==> src/rtl/csr_pkg.sv <==
// Shared CSR definitions: FSM state encoding and element width.
package csr_pkg;
  localparam int DATA_W = 32;

  typedef enum logic [1:0] {IDLE, LOAD, DONE} csr_state_t;
endpackage

==> src/rtl/csr_index_counter.sv <==
// Row/column position of the next element in a row-major stream.
module csr_index_counter #(
  parameter int N = 4,
  parameter int M = 4
) (
  input  logic        clk,
  input  logic        rst,
  input  logic        i_clr,
  input  logic        i_adv,
  output logic [31:0] o_row,
  output logic [31:0] o_col,
  output logic        o_row_end,
  output logic        o_mat_end
);
  logic [31:0] r_row;
  logic [31:0] r_col;
  logic        w_row_end;

  assign w_row_end = (r_col == 32'(M - 1));

  always_ff @(posedge clk or posedge rst) begin
    if (rst) begin
      r_row <= '0;
      r_col <= '0;
    end else if (i_clr) begin
      r_row <= '0;
      r_col <= '0;
    end else if (i_adv) begin
      if (w_row_end) begin
        r_col <= '0;
        r_row <= r_row + 32'd1;
      end else begin
        r_col <= r_col + 32'd1;
      end
    end
  end

  assign o_row     = r_row;
  assign o_col     = r_col;
  assign o_row_end = w_row_end;
  assign o_mat_end = w_row_end && (r_row == 32'(N - 1));
endmodule

==> src/rtl/csr_encoder.sv <==
// Dense row-major stream to CSR (val/col/rowPtr) writer with sticky capacity overflow.
module csr_encoder
  import csr_pkg::*;
#(
  parameter int n   = 4,
  parameter int m   = 4,
  parameter int nnz = 16
) (
  input  logic              clk,
  input  logic              rst,
  input  logic              start,
  input  logic              in_valid,
  output logic              in_ready,
  input  logic [DATA_W-1:0] in_data,
  output logic [31:0]       val       [nnz],
  output logic [31:0]       col       [nnz],
  output logic [31:0]       rowPtr    [n+1],
  output logic [31:0]       nnz_count,
  output logic              done,
  output logic              overflow
);
  localparam int unsigned NNZ_U = nnz;
  localparam int unsigned ROWS_U = n;

  csr_state_t  r_state;
  csr_state_t  w_next;
  logic [31:0] r_val [nnz];
  logic [31:0] r_col [nnz];
  logic [31:0] r_rp  [n+1];
  logic [31:0] r_cnt;
  logic        r_ovf;

  logic        w_load;
  logic        w_accept;
  logic        w_nz;
  logic        w_room;
  logic [31:0] w_cnt_next;
  logic [31:0] w_row;
  logic [31:0] w_colidx;
  logic        w_row_end;
  logic        w_mat_end;

  assign w_load     = start && (r_state != LOAD);
  assign w_accept   = in_valid && in_ready;
  assign w_nz       = (in_data != '0);
  assign w_room     = (r_cnt < 32'(nnz));
  assign w_cnt_next = r_cnt + {31'b0, w_nz && w_room};

  csr_index_counter #(
    .N (n),
    .M (m)
  ) u_idx (
    .clk       (clk),
    .rst       (rst),
    .i_clr     (w_load),
    .i_adv     (w_accept),
    .o_row     (w_row),
    .o_col     (w_colidx),
    .o_row_end (w_row_end),
    .o_mat_end (w_mat_end)
  );

  always_ff @(posedge clk or posedge rst) begin
    if (rst) r_state <= IDLE;
    else     r_state <= w_next;
  end

  always_comb begin
    w_next = r_state;
    case (r_state)
      IDLE:    if (start) w_next = LOAD;
      LOAD:    if (w_accept && w_mat_end) w_next = DONE;
      DONE:    if (start) w_next = LOAD;
      default: w_next = IDLE;
    endcase
  end

  always_comb begin
    in_ready = (r_state == LOAD);
    done     = (r_state == DONE);
  end

  // Writes use compare-per-entry loops so the storage index never needs a narrowing cast.
  always_ff @(posedge clk or posedge rst) begin
    if (rst) begin
      for (int unsigned i = 0; i < NNZ_U; i++) begin
        r_val[i] <= '0;
        r_col[i] <= '0;
      end
      for (int unsigned i = 0; i <= ROWS_U; i++) r_rp[i] <= '0;
      r_cnt <= '0;
      r_ovf <= 1'b0;
    end else if (w_load) begin
      for (int unsigned i = 0; i < NNZ_U; i++) begin
        r_val[i] <= '0;
        r_col[i] <= '0;
      end
      for (int unsigned i = 0; i <= ROWS_U; i++) r_rp[i] <= '0;
      r_cnt <= '0;
      r_ovf <= 1'b0;
    end else if (w_accept) begin
      if (w_nz) begin
        if (w_room) begin
          for (int unsigned i = 0; i < NNZ_U; i++) begin
            if (i == r_cnt) begin
              r_val[i] <= in_data;
              r_col[i] <= w_colidx;
            end
          end
          r_cnt <= w_cnt_next;
        end else begin
          r_ovf <= 1'b1;
        end
      end
      if (w_row_end) begin
        for (int unsigned i = 1; i <= ROWS_U; i++) begin
          if (i == w_row + 32'd1) r_rp[i] <= w_cnt_next;
        end
      end
    end
  end

  assign val       = r_val;
  assign col       = r_col;
  assign rowPtr    = r_rp;
  assign nnz_count = r_cnt;
  assign overflow  = r_ovf;
endmodule
==> config.mk <==
export PLATFORM = sky130hd
export DESIGN_NAME = csr_encoder
export DESIGN_NICKNAME = d
export VERILOG_FILES = /design/src/rtl/csr_pkg.sv /design/src/rtl/csr_index_counter.sv /design/src/rtl/csr_encoder.sv
export SDC_FILE = /design/constraint.sdc
export NUM_CORES = 2
export LEC_CHECK = 0
export BUFFER_PORTS_ARGS = -buffer_cell sky130_fd_sc_hd__buf_2
export CORE_ASPECT_RATIO = 0.75
export CORE_MARGIN = 3
export CORE_UTILIZATION = 23
export CTS_CLUSTER_SIZE = 28
export DETAILED_ROUTE_END_ITERATION = 6
export RECOVER_POWER = 50
export SLEW_MARGIN = 20
export SYNTH_ARGS = -nofsm -noshare
export SYNTH_HDL_FRONTEND = slang
export SYNTH_SLANG_ARGS = --single-unit
==> constraint.sdc <==
create_clock -name clk -period 54.9 [get_ports clk]
set_input_delay 5.49 -clock clk [delete_from_list [all_inputs] [get_ports clk]]
set_output_delay 5.49 -clock clk [all_outputs]
set_load 0.02 [all_outputs]
Word-level counts from Yosys, hierarchy flattened --
Index checks and enable logic that the tools add are counted.
Word-level totals: bits of input ports 36, logic and storage cells 193, output and inout port bits 1219, bits in registers 1251
Operators by class: reductions and logical operators 57, eq/ne operators 27, add/sub/neg operators 3, muxes and demuxes 64, $lt $le $gt $ge 1
Operators by type and width (count):
- $mux W512 | 8
- $mux W32 | 46
- $mux W128 | 3
- $eq A4 B32 Y1 const A | 8
- $eq A3 B32 Y1 const A | 5
- $eq A2 B32 Y1 const A | 4
- $add A32 B1 Y32 const B | 2
- $eq A1 B32 Y1 const A | 2
- $eq A32 B2 Y1 const B | 2
- $reduce_and A4 Y1 | 16
- $reduce_bool A2 Y1 | 24
- $add A32 B1 Y32 | 1
- $logic_not A32 Y1 | 1
- $lt A32 B5 Y1 const B | 1
- $reduce_bool A32 Y1 | 1
- $reduce_and A3 Y1 | 6
- $ne A2 B1 Y1 const B | 4
- $logic_and A1 B1 Y1 | 5
- $mux W1 | 4
- $mux W2 | 2
- $pmux W2 S2 | 1
- $reduce_and A2 Y1 | 2
- $eq A2 B1 Y1 const B | 1
- $eq A2 B2 Y1 const B | 1
- other kinds (2) | 2

Logic depth before layout (Yosys ltp) --
depth after elaboration 7, depth in mapped cells 13, mapped depth without buffers 12

Hierarchy --
A second synthesis with hierarchy kept.
Second synthesis, totals: cells, all modules 5738, area total of the unflattened synthesis 51987.4 um^2
By module, submodules not included:
- csr_encoder | instances 1, cells an instance 5367, area each 48449.0 um^2
- csr_index_counter | instances 1, cells an instance 371, area each 3538.4 um^2

Worst setup path before layout --
Ideal clock, no wire load.
path kind input-to-reg, start input in_data[31], end register r_rp (netlist bit rowPtr[124]), arrival 7.644 ns, required time 54.821 ns, stages on the path 12, path buffers 1, slack 47.177 ns, path through clkbuf_1 > nor4_1 > nand4_1 > o21a_1 > ha_1 > and3_1 > nand3_1 > nor3_1 > nand2_1 > xor2_1 > or2_2 > mux2i_1
On the way: word-level cells in the longest chain between the ends 7
Ends and longest elaborated chain:
- start, declared | line csr_encoder.sv:14 | input logic [DATA_W-1:0] in_data,
- $reduce_bool A32 Y1 | line csr_encoder.sv:45 | assign w_nz = (in_data != '0);
- $logic_and A1 B1 Y1 | line csr_encoder.sv:47 | assign w_cnt_next = r_cnt + {31'b0, w_nz && w_room};
- $add A32 B1 Y32 | line csr_encoder.sv:47
- $mux W32 | line csr_encoder.sv:117 | if (i == w_row + 32'd1) r_rp[i] <= w_cnt_next;
- $mux W128 | line csr_encoder.sv:115 | if (w_row_end) begin
- $mux W128 | line csr_encoder.sv:101 | end else if (w_accept) begin
- $mux W128 | line csr_encoder.sv:93 | end else if (w_load) begin
- end signal, assigned by index | line csr_encoder.sv:117
- end, declared | line csr_encoder.sv:29 | logic [31:0] r_rp [n+1];
Every way passes these cells. The select of a mux whose other input is x is not followed. A chain may end at the register's enable or synchronous reset.

==> results <==
- The nature of the critical path startpoint is an input port.
- Of all flip-flops after synthesis, the portion carrying an async set or reset was 100%.
- Global routing used between 15 and 20% of the available tracks.
- In this run the static leakage power is about 28 nW.
- TritonCTS created 143 clock buffers.
- The critical-path maximum fanout is 133.
- Setup violations remaining at the end of the flow were counted as 0.
- The routed design could run at a clock period as short as between 15 and 20 ns.
- Max-cap violations in this run came to 9.
- The via count of the first global-routing pass came to approximately 45k.
- The cell depth of the worst hold path is 1.
- The post-layout utilization of the core is approximately 29%.
- Counting instances in the post-synthesis netlist gives the leading cell types as sky130_fd_sc_hd__nand2_1 (2283), sky130_fd_sc_hd__dfrtp_1 (1251), sky130_fd_sc_hd__a21oi_1 (1034).
- sky130_fd_sc_hd__nand2_1 is the most common cell in the netlist.
- The worst register-to-register path has a depth of 9.
- The transition time at the pin with the least slew margin is 6.59 ns.
- Of the cells placed in the final design, the portion with a size suffix greater than 1 is 6.04%.
- The internal power consumption is ~1.9 mW.
- In this run the worst hold path is classified as reg2reg.
- The clock input transition at the sequential cells of the worst setup and hold paths is about 0.060 ns.
- The clock network accounts for between 30% and 40% of the total power.
- Entering global routing, the biggest net connects 180 pins.
- The total count of hold-check failures in the final report was 0.
- The path with the worst hold slack has its endpoint at r_state[0]$_DFFE_PP0P_.
- The internal reg-to-reg setup slack is between 50 and 60 ns.
- The number of H-tree levels is 4.
- The number of clock sinks is ~1.3k.
- The wire length per cell after detailed routing is between 20 and 25 µm.
- The highest attainable clock frequency is approximately 56 MHz.
- The number of nets with antenna violations after routing is 0.
- In the post-synthesis netlist, the biggest area contributors are sky130_fd_sc_hd__dfrtp_1 (60%), sky130_fd_sc_hd__nand2_1 (16%), sky130_fd_sc_hd__a21oi_1 (9.9%), sky130_fd_sc_hd__clkbuf_1 (3.1%), sky130_fd_sc_hd__mux2i_1 (2.6%).
- Summing the sequential cell areas from Yosys gives 60.1% of the chip area.
- After synthesis the netlist holds a flip-flop and latch count of 1251.
- The final reports fail on capacitance limit, slew limit.
- STA classifies the critical path endpoint as an async pin.
- The aggregate routed wire length is between 200000 and 250000 µm.
- A synthesized cell averages about 9 µm².
- The worst-case IR drop observed on VDD is 0.0247 mV.
- The proportion of power drawn by combinational gates is 29.7%.
- The post-layout instance count excluding filler cells is slightly below 10k.
- The insertion delay of the later-clocked pin in the worst-skew pair is around 0.8 ns.
- Timing analysis after detailed placement gives a worst setup slack of around 44 ns.
- The max-slew violation count is between 600 and 700.
- In this run the most critical hold path is launched from r_state[0]$_DFFE_PP0P_.
- The setup TNS is 0 ns.
- Setup repair after global routing left no endpoint under its margin.
- Sequential cells account for between 30% and 40% of the total power.
- The count of distinct cell types in the synthesized netlist is 59.
- The number of cells in the design after placement is between 9k and 10k.
- The iteration-0 DRC count of the detailed router is between 5k and 6k.
- Summing internal, switching and leakage power gives roughly 3.1 mW.
- After technology mapping, the gate count stands at roughly 5.8k.
- The initial antenna violation count is 28.
- The run finished, with violations left.
- The pre-antenna-repair detailed-routing pass consisted of 5 iterations.
- The overall via count from detail_route is 47.9k.
- After detailed routing, the number of vias per cell comes to between 4 and 5.
- In the routed design, unresolved DRC markers number 0.
- After floorplanning, the core was divided into 150 placement rows.
- Measured along the y axis, the die boundary spans roughly 420 µm.
- The relative area change from synthesis to final layout is 22.8%.
- The worst register-to-register path ends at rowPtr[103]$_DFFE_PP0P_.
- The part of the cycle the worst path needs is 32.4%.
- The buffers inserted during post-CTS setup optimization is 0.
- The clock passes through at most 4 buffers.
- The placer's final routability congestion estimate is a little over 0.9.
- The count of buffers added on input and output ports is between 1k and 1.5k.
- In this run the biggest area consumer among cell types represents between 60% and 70% of the synthesized area.
- The core footprint is between 200000 and 250000 µm².
- Headroom to the max-slew limit came out at -340%.
- The total half-perimeter wirelength after legalization and detailed placement is between 150000 and 200000 µm.
- The most used flip-flop cell after synthesis is sky130_fd_sc_hd__dfrtp_1.
- The die is 555 µm wide.
- In this run the cell area of the synthesized design comes to between 50000 and 60000 µm².
- The worst setup path is of the in2async kind.
- The largest area contributor in the netlist is sky130_fd_sc_hd__dfrtp_1.
- The top-level I/O count is around 1.3k.
- During synthesis, Yosys emitted a total of 0 warnings.
- Fill cells in the final layout number 24.2k.
- In this run, post-CTS hold repair placed 0 buffers.
- In this run the power spent charging and discharging nets is roughly 1.2 mW.
- TritonCTS built the clock tree.
- The net switching share of the total power is about two fifths.
- In this run the critical register-to-register path is launched from u_idx.o_col[1]$_DFFE_PP0P_.
- The first global-routing pass estimated between 300000 and 400000 µm of wire.
- The worst setup margin is about 37 ns.
- The power per standard cell area is ~49 nW/µm².
- The effective utilization at floorplan is 23.2%.
- The leftover overflow at the end of global routing is 0.
- At the end of the flow, the number of nets in the layout was between 6k and 7k.
- The die covers around 230000 µm².
- For the worst setup path, the data required time is 55.62 ns.
- The data arrival time at the worst-slack endpoint is 18.52 ns.
- Gates resized during post-CTS repair numbered 0.
- In this run the clock root is driven by a sky130_fd_sc_hd__clkbuf_16.
- The clock arrives with a little under 0.07 ns of skew.
- Counting flops with a built-in enable in the synthesized netlist gives 0.
==> worst max-delay path, stage by stage <==
cell and delay, ns:
sky130_fd_sc_hd__clkbuf_1 0.11, sky130_fd_sc_hd__clkinvlp_2 3.36, sky130_fd_sc_hd__clkbuf_1 4.85, sky130_fd_sc_hd__clkbuf_1 1.75
sky130_fd_sc_hd__buf_4 0.89, sky130_fd_sc_hd__buf_4 0.86, sky130_fd_sc_hd__buf_4 0.90
==> per-layer routing <==
layer	global-route usage (%)	vias up	wire, µm
met5	0	-	17
met4	8.97	2	12400
met3	5.06	629	24300
met2	31.9	2757	113000
met1	25.2	23968	93700
li1	-	20543	-
==> placed cells by master, fill, tap and decap left out, types with 7 or more instances in the layout <==
master,n
sky130_fd_sc_hd__buf_4,95
sky130_fd_sc_hd__clkinvlp_4,7
sky130_fd_sc_hd__o21ai_0,31
sky130_fd_sc_hd__inv_1,16
sky130_fd_sc_hd__and2_1,35
sky130_fd_sc_hd__diode_2,10
sky130_fd_sc_hd__nand2_4,14
sky130_fd_sc_hd__xnor2_1,50
sky130_fd_sc_hd__nand3_1,52
sky130_fd_sc_hd__a31oi_1,8
sky130_fd_sc_hd__nor3_1,22
sky130_fd_sc_hd__bufinv_16,8
sky130_fd_sc_hd__mux2i_1,133
sky130_fd_sc_hd__clkinv_2,16
sky130_fd_sc_hd__ha_1,8
sky130_fd_sc_hd__and3_1,15
sky130_fd_sc_hd__a21oi_1,1034
sky130_fd_sc_hd__or3_1,10
sky130_fd_sc_hd__clkbuf_1,1236
sky130_fd_sc_hd__conb_1,32
sky130_fd_sc_hd__and2_4,7
sky130_fd_sc_hd__nor4_1,42
sky130_fd_sc_hd__o31ai_1,13
sky130_fd_sc_hd__buf_2,33
sky130_fd_sc_hd__clkbuf_8,20
sky130_fd_sc_hd__dfrtp_1,1240
sky130_fd_sc_hd__clkbuf_16,146
sky130_fd_sc_hd__dfrtp_2,11
sky130_fd_sc_hd__nand4_1,28
sky130_fd_sc_hd__nor2_1,75
sky130_fd_sc_hd__xor2_1,28
sky130_fd_sc_hd__nand2_1,2268
sky130_fd_sc_hd__nor2_4,9
sky130_fd_sc_hd__and4_1,11
==> kinds of logic after synthesis <==
logic type,after synthesis,synth area share [%]
xor+xnor,78,1.31
buf+inv,563,4.54
fa+ha+maj,8,0.192
mux,134,2.58
compound gates,1109,10.9
flops,1251,60.1
other cells,1,0.00720
simple gates,2630,20.4
==> sequential cells by signal, indices dropped and copies added, names as in the netlist <==
name         flops
col            512
nnz_count       32
rowPtr         128
r_state          2
overflow         1
val            512
u_idx.o_row     32
u_idx.o_col     32
==> worst max path at each step <==
stage	end	slack, ns	from
after floorplan	col[0]$_DFFE_PP0P_	14.16	rst
after detailed placement	u_idx.o_col[30]$_DFFE_PP0P_	44.38	rst
after CTS	col[340]$_DFFE_PP0P_	45.27	rst
final	col[342]$_DFFE_PP0P_	37.11	rst
after global routing	col[347]$_DFFE_PP0P_	34.87	rst
after global placement	u_idx.o_col[30]$_DFFE_PP0P_	44.51	rst
==> area by class of cell <==
cell class	count	area [µm²]	share of cell area (%)
antenna	10	25.0	0.0391
sequential	1251	31300	49.0
timing repair buffer	1333	5470	8.56
clock inverter	42	515	0.806
multi-input combinational	3991	18800	29.4
inverter	17	65.1	0.102
tap	2964	3710	5.80
clock buffer	202	4060	6.35
==> power groups by stage <==
stage / registers [mW] / clock network [mW] / logic [mW]
after floorplan: 1.43 / 0 / 0.334
after global placement: 1.23 / 0 / 0.960
after detailed placement: 1.23 / 0 / 0.975
after CTS: 1.22 / 0.975 / 0.976
after global routing: 1.25 / 1.01 / 0.979
final: 1.23 / 0.958 / 0.921
==> stage by stage <==
step           hold WS, ns  area [µm²]
2_1_floorplan        0.450       52200
4_1_cts              0.492       65500
3_5_place_dp         0.480       60900
6_report             0.489       63900
5_1_grt              0.533       63900
3_3_place_gp         0.474       60900
Power figures use the tool's default switching activity.
